[config.mk]
export PLATFORM = sky130hd
export DESIGN_NAME = clk_phase_gen
export DESIGN_NICKNAME = d
export VERILOG_FILES = /design/src/rtl/clk_phase_pkg.sv /design/src/rtl/clk_phase_gen_rst_seq.sv /design/src/rtl/clk_phase_gen.sv
export SDC_FILE = /design/constraint.sdc
export NUM_CORES = 1
export LEC_CHECK = 0
export CORE_MARGIN = 2
export CORE_UTILIZATION = 50
export CTS_CLUSTER_DIAMETER = 40
export DETAILED_ROUTE_END_ITERATION = 8
export DONT_BUFFER_PORTS = 1
export GPL_TIMING_DRIVEN = 0
export SLEW_MARGIN = 20
export SYNTH_ARGS = -nofsm -noshare
export SYNTH_HDL_FRONTEND = slang
export SYNTH_HIERARCHICAL = 1
export SYNTH_SLANG_ARGS = --single-unit
[constraint.sdc]
create_clock -name CLK_IN1 -period 4.6 [get_ports CLK_IN1]
set_input_delay 0.92 -clock CLK_IN1 [delete_from_list [all_inputs] [get_ports CLK_IN1]]
set_output_delay 0.92 -clock CLK_IN1 [all_outputs]
set_load 0.01 [all_outputs]
[src/rtl/clk_phase_pkg.sv]
// Shared types and helpers for the MC6809 E/Q quadrature clock generator.
package clk_phase_pkg;

  typedef enum logic [1:0] {
    PH0 = 2'd0,
    PH1 = 2'd1,
    PH2 = 2'd2,
    PH3 = 2'd3
  } phase_e;

  // Returns {E, Q} for a phase: Q leads E by one quarter.
  function automatic logic [1:0] eq_level(input phase_e ph);
    case (ph)
      PH0:     return 2'b00;
      PH1:     return 2'b01;
      PH2:     return 2'b11;
      default: return 2'b10;
    endcase
  endfunction

  function automatic phase_e next_phase(input phase_e ph);
    return phase_e'(ph + 2'd1);
  endfunction

  // Bits needed to hold the value max_val.
  function automatic int cnt_w(input int unsigned max_val);
    return (max_val < 1) ? 1 : $clog2(max_val + 1);
  endfunction

endpackage

[src/rtl/clk_phase_gen_rst_seq.sv]
// Lock synchroniser, release hold-off and CPU reset sequencing for clk_phase_gen.
module rst_seq
  import clk_phase_pkg::*;
#(
  parameter int unsigned RST_HOLD = 16,
  parameter int unsigned RST_ECYC = 4
) (
  input  logic clk,
  input  logic rst,
  input  logic locked,
  input  logic e_fall,
  output logic released,
  output logic cpu_reset,
  output logic lock_lost
);

  localparam int HW = cnt_w(RST_HOLD);
  localparam int CW = cnt_w(RST_ECYC);
  localparam logic [HW-1:0] HOLD_MAX  = HW'(RST_HOLD);
  localparam logic [CW-1:0] ECYC_LAST = CW'(RST_ECYC - 1);

  logic          lk_meta_q, lk_s_q;
  logic [HW-1:0] hold_q, hold_d;
  logic          rel_q, rel_d;
  logic [CW-1:0] ecyc_q, ecyc_d;
  logic          cpu_reset_q, cpu_reset_d;
  logic          lock_lost_q, lock_lost_d;

  // Lock loss takes effect in the very cycle lk_s drops, not a cycle later.
  assign released  = rel_q & lk_s_q;
  assign cpu_reset = cpu_reset_q;
  assign lock_lost = lock_lost_q;

  always_comb begin
    hold_d = hold_q;
    if (!lk_s_q) begin
      hold_d = '0;
    end else if (hold_q != HOLD_MAX) begin
      hold_d = hold_q + 1'b1;
    end

    rel_d       = lk_s_q & (rel_q | (hold_q == HOLD_MAX));
    lock_lost_d = lock_lost_q | (rel_q & ~lk_s_q);

    ecyc_d      = ecyc_q;
    cpu_reset_d = cpu_reset_q;
    if (!released) begin
      ecyc_d      = '0;
      cpu_reset_d = 1'b1;
    end else if (e_fall && cpu_reset_q) begin
      ecyc_d = ecyc_q + 1'b1;
      if (ecyc_q == ECYC_LAST) begin
        cpu_reset_d = 1'b0;
      end
    end
  end

  always_ff @(posedge clk or posedge rst) begin
    if (rst) begin
      lk_meta_q   <= 1'b0;
      lk_s_q      <= 1'b0;
      hold_q      <= '0;
      rel_q       <= 1'b0;
      ecyc_q      <= '0;
      cpu_reset_q <= 1'b1;
      lock_lost_q <= 1'b0;
    end else begin
      lk_meta_q   <= locked;
      lk_s_q      <= lk_meta_q;
      hold_q      <= hold_d;
      rel_q       <= rel_d;
      ecyc_q      <= ecyc_d;
      cpu_reset_q <= cpu_reset_d;
      lock_lost_q <= lock_lost_d;
    end
  end

endmodule

[src/rtl/clk_phase_gen.sv]
// MC6809 E/Q quadrature clock and enable generator with lock-based CPU reset.
// Optional E stretching is built only when CLK_STRETCH_EN is defined.
module clk_phase_gen
  import clk_phase_pkg::*;
#(
  parameter int unsigned QDIV        = 4,
  parameter int unsigned RST_HOLD    = 16,
  parameter int unsigned RST_ECYC    = 4,
  parameter int unsigned STRETCH_MAX = 8
) (
  input  logic                             CLK_IN1,
  input  logic                             RESET,
  input  logic                             LOCKED,
`ifdef CLK_STRETCH_EN
  input  logic                             STRETCH,
`endif
  output logic                             E_OUT,
  output logic                             Q_OUT,
  output logic                             E_RISE,
  output logic                             E_FALL,
  output logic                             Q_RISE,
  output logic                             Q_FALL,
  output logic                             CPU_RESET,
  output logic                             LOCK_LOST,
  output phase_e                           dbg_phase,
  output logic [cnt_w(STRETCH_MAX)-1:0]    dbg_scnt
);

  localparam int QW = cnt_w(QDIV - 1);
  localparam logic [QW-1:0] QLAST = QW'(QDIV - 1);

  logic          released;
  logic          tc, hold_ph3;
  phase_e        state_q, state_d;
  logic [QW-1:0] qcnt_q, qcnt_d;
  logic          e_q, q_q;
  logic [1:0]    lvl_d;

`ifdef CLK_STRETCH_EN
  localparam int SW = cnt_w(STRETCH_MAX);
  localparam logic [SW-1:0] SMAX = SW'(STRETCH_MAX);
  logic [SW-1:0] scnt_q, scnt_d;
  assign dbg_scnt = scnt_q;
`else
  assign dbg_scnt = '0;
`endif

  always_comb begin
    tc       = released & (qcnt_q == QLAST);
    hold_ph3 = 1'b0;
`ifdef CLK_STRETCH_EN
    hold_ph3 = (state_q == PH3) & STRETCH & (scnt_q != SMAX);
    scnt_d   = scnt_q;
    if (!released || state_q == PH0) begin
      scnt_d = '0;
    end else if (tc && hold_ph3) begin
      scnt_d = scnt_q + 1'b1;
    end
`endif
    state_d = state_q;
    qcnt_d  = qcnt_q + 1'b1;
    if (!released) begin
      state_d = PH0;
      qcnt_d  = '0;
    end else if (tc) begin
      qcnt_d = '0;
      if (!hold_ph3) begin
        state_d = next_phase(state_q);
      end
    end
    lvl_d = eq_level(state_d);

    // Levels only move at terminal count, so comparing next vs current
    // level yields a single pulse in the cycle before each edge.
    E_RISE = released & lvl_d[1] & ~e_q;
    E_FALL = released & ~lvl_d[1] & e_q;
    Q_RISE = released & lvl_d[0] & ~q_q;
    Q_FALL = released & ~lvl_d[0] & q_q;
  end

  always_ff @(posedge CLK_IN1 or posedge RESET) begin
    if (RESET) begin
      state_q <= PH0;
      qcnt_q  <= '0;
      e_q     <= 1'b0;
      q_q     <= 1'b0;
`ifdef CLK_STRETCH_EN
      scnt_q  <= '0;
`endif
    end else begin
      state_q <= state_d;
      qcnt_q  <= qcnt_d;
      e_q     <= lvl_d[1];
      q_q     <= lvl_d[0];
`ifdef CLK_STRETCH_EN
      scnt_q  <= scnt_d;
`endif
    end
  end

  assign E_OUT     = e_q;
  assign Q_OUT     = q_q;
  assign dbg_phase = state_q;

  rst_seq #(
    .RST_HOLD (RST_HOLD),
    .RST_ECYC (RST_ECYC)
  ) u_rst_seq (
    .clk       (CLK_IN1),
    .rst       (RESET),
    .locked    (LOCKED),
    .e_fall    (E_FALL),
    .released  (released),
    .cpu_reset (CPU_RESET),
    .lock_lost (LOCK_LOST)
  );

endmodule

==> results of run 1 <==
flip-flops by register name, indices dropped and copies added, names as in the netlist:
register,cells
Q_OUT,1
E_OUT,1
dbg_phase,2
u_rst_seq/lk_meta_q,1
u_rst_seq/hold_q,5
u_rst_seq/ecyc_q,3
u_rst_seq/lk_s_q,1
u_rst_seq/rel_q,1
u_rst_seq/cpu_reset,1
qcnt_q,2
u_rst_seq/lock_lost,1
path summary, 6_finish.rpt:
path,start,to
worst min-delay path,u_rst_seq/lk_meta_q,u_rst_seq/lk_s_q
worst max-delay path,u_rst_seq/lk_s_q,Q_RISE
worst max register to register,qcnt_q[0],u_rst_seq/ecyc_q[2]
worst min register to register,u_rst_seq/lk_meta_q,u_rst_seq/lk_s_q
max in group asynchronous,RESET,u_rst_seq/cpu_reset
min in group asynchronous,RESET,E_OUT
metrics by stage:
| stage | instances | hold slack, ns |
|---|---|---|
| final | 117 | 0.3770 |
| after detailed placement | 113 | 0.3535 |
| after floorplan | 88 | 0.3312 |
| after global placement | 113 | 0.3441 |
| after global routing | 117 | 0.3879 |
| after CTS | 117 | 0.3814 |
where the power goes:
part           internal [mW]  total, mW  switching [mW]
clock                 0.0323     0.0827          0.0505
sequential             0.170      0.173         0.00277
combinational        0.00717     0.0170         0.00981
critical path, stage by stage, from the launching register on:
cell	delay, ns
dfrtp_1	0.37
buf_6	0.14
nand2_4	0.08
inv_1	0.20
nand2_1	0.08
mux2i_1	0.25
ha_1	0.31
nor3b_1	0.36
cell usage after synthesis, drive strengths merged:
master  instances
conb            1
o21a            1
and2            1
or2b            1
a21bo           2
and3            2
xor2            1
nand2b          3
and4bb          1
buf             5
nor3            1
mux2i           5
xnor2           1
and3b           1
nor2b           1
nand3           3
a21oi           3
nand3b          1
dfstp           1
a21o            2
dfrtp          18
nand2          10
inv             9
nor3b           2
nor2            1
a311oi          1
ha              7
layout make-up:
type / count / area, sq um / share of cell area
Sequential cell: 19 / 476.7 / 0.4686
Inverter: 9 / 33.78 / 0.03321
Clock buffer: 3 / 22.52 / 0.02214
Tap cell: 25 / 31.28 / 0.03075
Clock inverter: 1 / 5.005 / 0.004920
Multi-Input combinational cell: 55 / 406.6 / 0.3998
Buffer: 5 / 41.29 / 0.04059
cell families after synthesis:
group	synth area share
compound gates	0.07134
xor+xnor	0.01850
fa+ha+maj	0.09247
buf+inv	0.07926
flops	0.5033
mux	0.05284
other cells	0.003959
simple gates	0.1783
layer usage:
layer,part of all wire,routed length [um]
met1,0.51,715
met2,0.43,610
met3,0.047,67
met4,0.013,18
met5,0,0
==> metrics.txt, run 1 <==
global-route wire length before repair=about 2300 um; setup bufs post-CTS=0; fillers=156; # clock sinks=19; clock latency on the worst-skew pair=around 0.29 ns; gr usage total=0.1523; skew final=0.006097 ns; post-synthesis sequential area ratio=0.5033; GRT overflow=0; most common cell after layout, fill and taps aside=dfrtp_1; count of different cell masters after synthesis=30; fin nets=~100; RSZ-0062 raised after global routing=no; VDD IR max=0.1427 mV; synthesized area=about 950 sq um; status=finished, final reports clean; met2 Usage GRT=0.2243; vias per std cell=~4.9; Die W=between 40 and 50 um; number of buffers created by CTS=3; fin area=0.001017 sq mm; vias=between 500 and 600; Max H-tree Level=1; HP Class=flip-flop to flip-flop; Worst EP arrival=between 2 and 2.5 ns; CTS tree=built; Synth area leader=dfrtp_1; Die Y=47.53 um; syn avg cell area=about 11 sq um; Starting DRT DRC Count=9; Worst Setup Path Type=flip-flop to primary output; met3 usage=0.03396; Placer Congestion=0.6952; power density cells=between 200 and 300 mW/mm^2; Root Buffer=clkbuf_4; # setup viols final=0; cells resized by post-CTS repair=0; die area=0.002259 sq mm; leak pwr=~0.56 nW; largest net degree at the start of global routing=14; ratio of cells with drive above 1 in the final layout=0.1739; Synth Instances=85; worst slack, placed=1.931 ns; post-synth top area share=0.4756; IO buf count=0; Ports=17; achievable frequency=between 300 and 400 MHz; drt pass-1 iters=3; setup ws final=1.591 ns; global routing usage on met1=0.2005; DP Area=about 990 sq um; Synth area leaders=dfrtp_1, ha_1, mux2i_1; row cnt=15; cts hold-fix bufs=0; Synth Register Bits=19; Design Power=0.2725 mW; WL final=about 1400 um; Util after Layout=0.5828; DRC violations left=0; slack of the worst reg-to-reg path=about 2.4 ns; Final Critical Period=approximately 3.0 ns; Final ANT Viol Nets=0; most frequent cells in the layout=dfrtp_1, nand2_1, inv_1; Synth-to-Final Area Change=7.398%; MaxCap Viol Count=0; CTS max path bufs=2; Total Neg Setup Slack=0 ns; layer with the highest usage=met2; crit-path max FO=10; wire per inst=12.06 um; CTS clk-pin slew, worst paths=around 0.11 ns; final worst-path cycle share=0.6542; core box area=0.001745 sq mm; depth of the worst register-to-register path=8; CP required=around 3.7 ns; Final Hold Viols=0; Worst Hold Depth=0; ANT cells=0; startpoint types=flip-flop; initial antenna violation count=0; vias in the first global route=523; Starting Density=0.5427; fin. max-slew vios=0; Yosys warnings=6; Crit. End Element=primary output
Power figures use the tool's default switching activity.
==> run 2, diff against run 1 <==
==> constraint.sdc (replaced) <==
create_clock -name CLK_IN1 -period 3 [get_ports CLK_IN1]
set_input_delay 0.6 -clock CLK_IN1 [delete_from_list [all_inputs] [get_ports CLK_IN1]]
set_output_delay 0.6 -clock CLK_IN1 [all_outputs]
set_load 0.01 [all_outputs]
==> results of run 2 <==
The final DEF is identical to that of run 1. Status: finished, final reports clean.
Among the figures that moved: setup slack after placement 1.931 ns -> 0.6513 ns; setup slack after layout 1.591 ns -> 0.3108 ns; hold slack 0.3770 ns -> 0.1014 ns; register-to-register setup slack 2.43 ns -> 0.83 ns; total power 0.2725 mW -> 0.4178 mW; worst IR drop on VDD 0.1427 mV -> 0.2189 mV
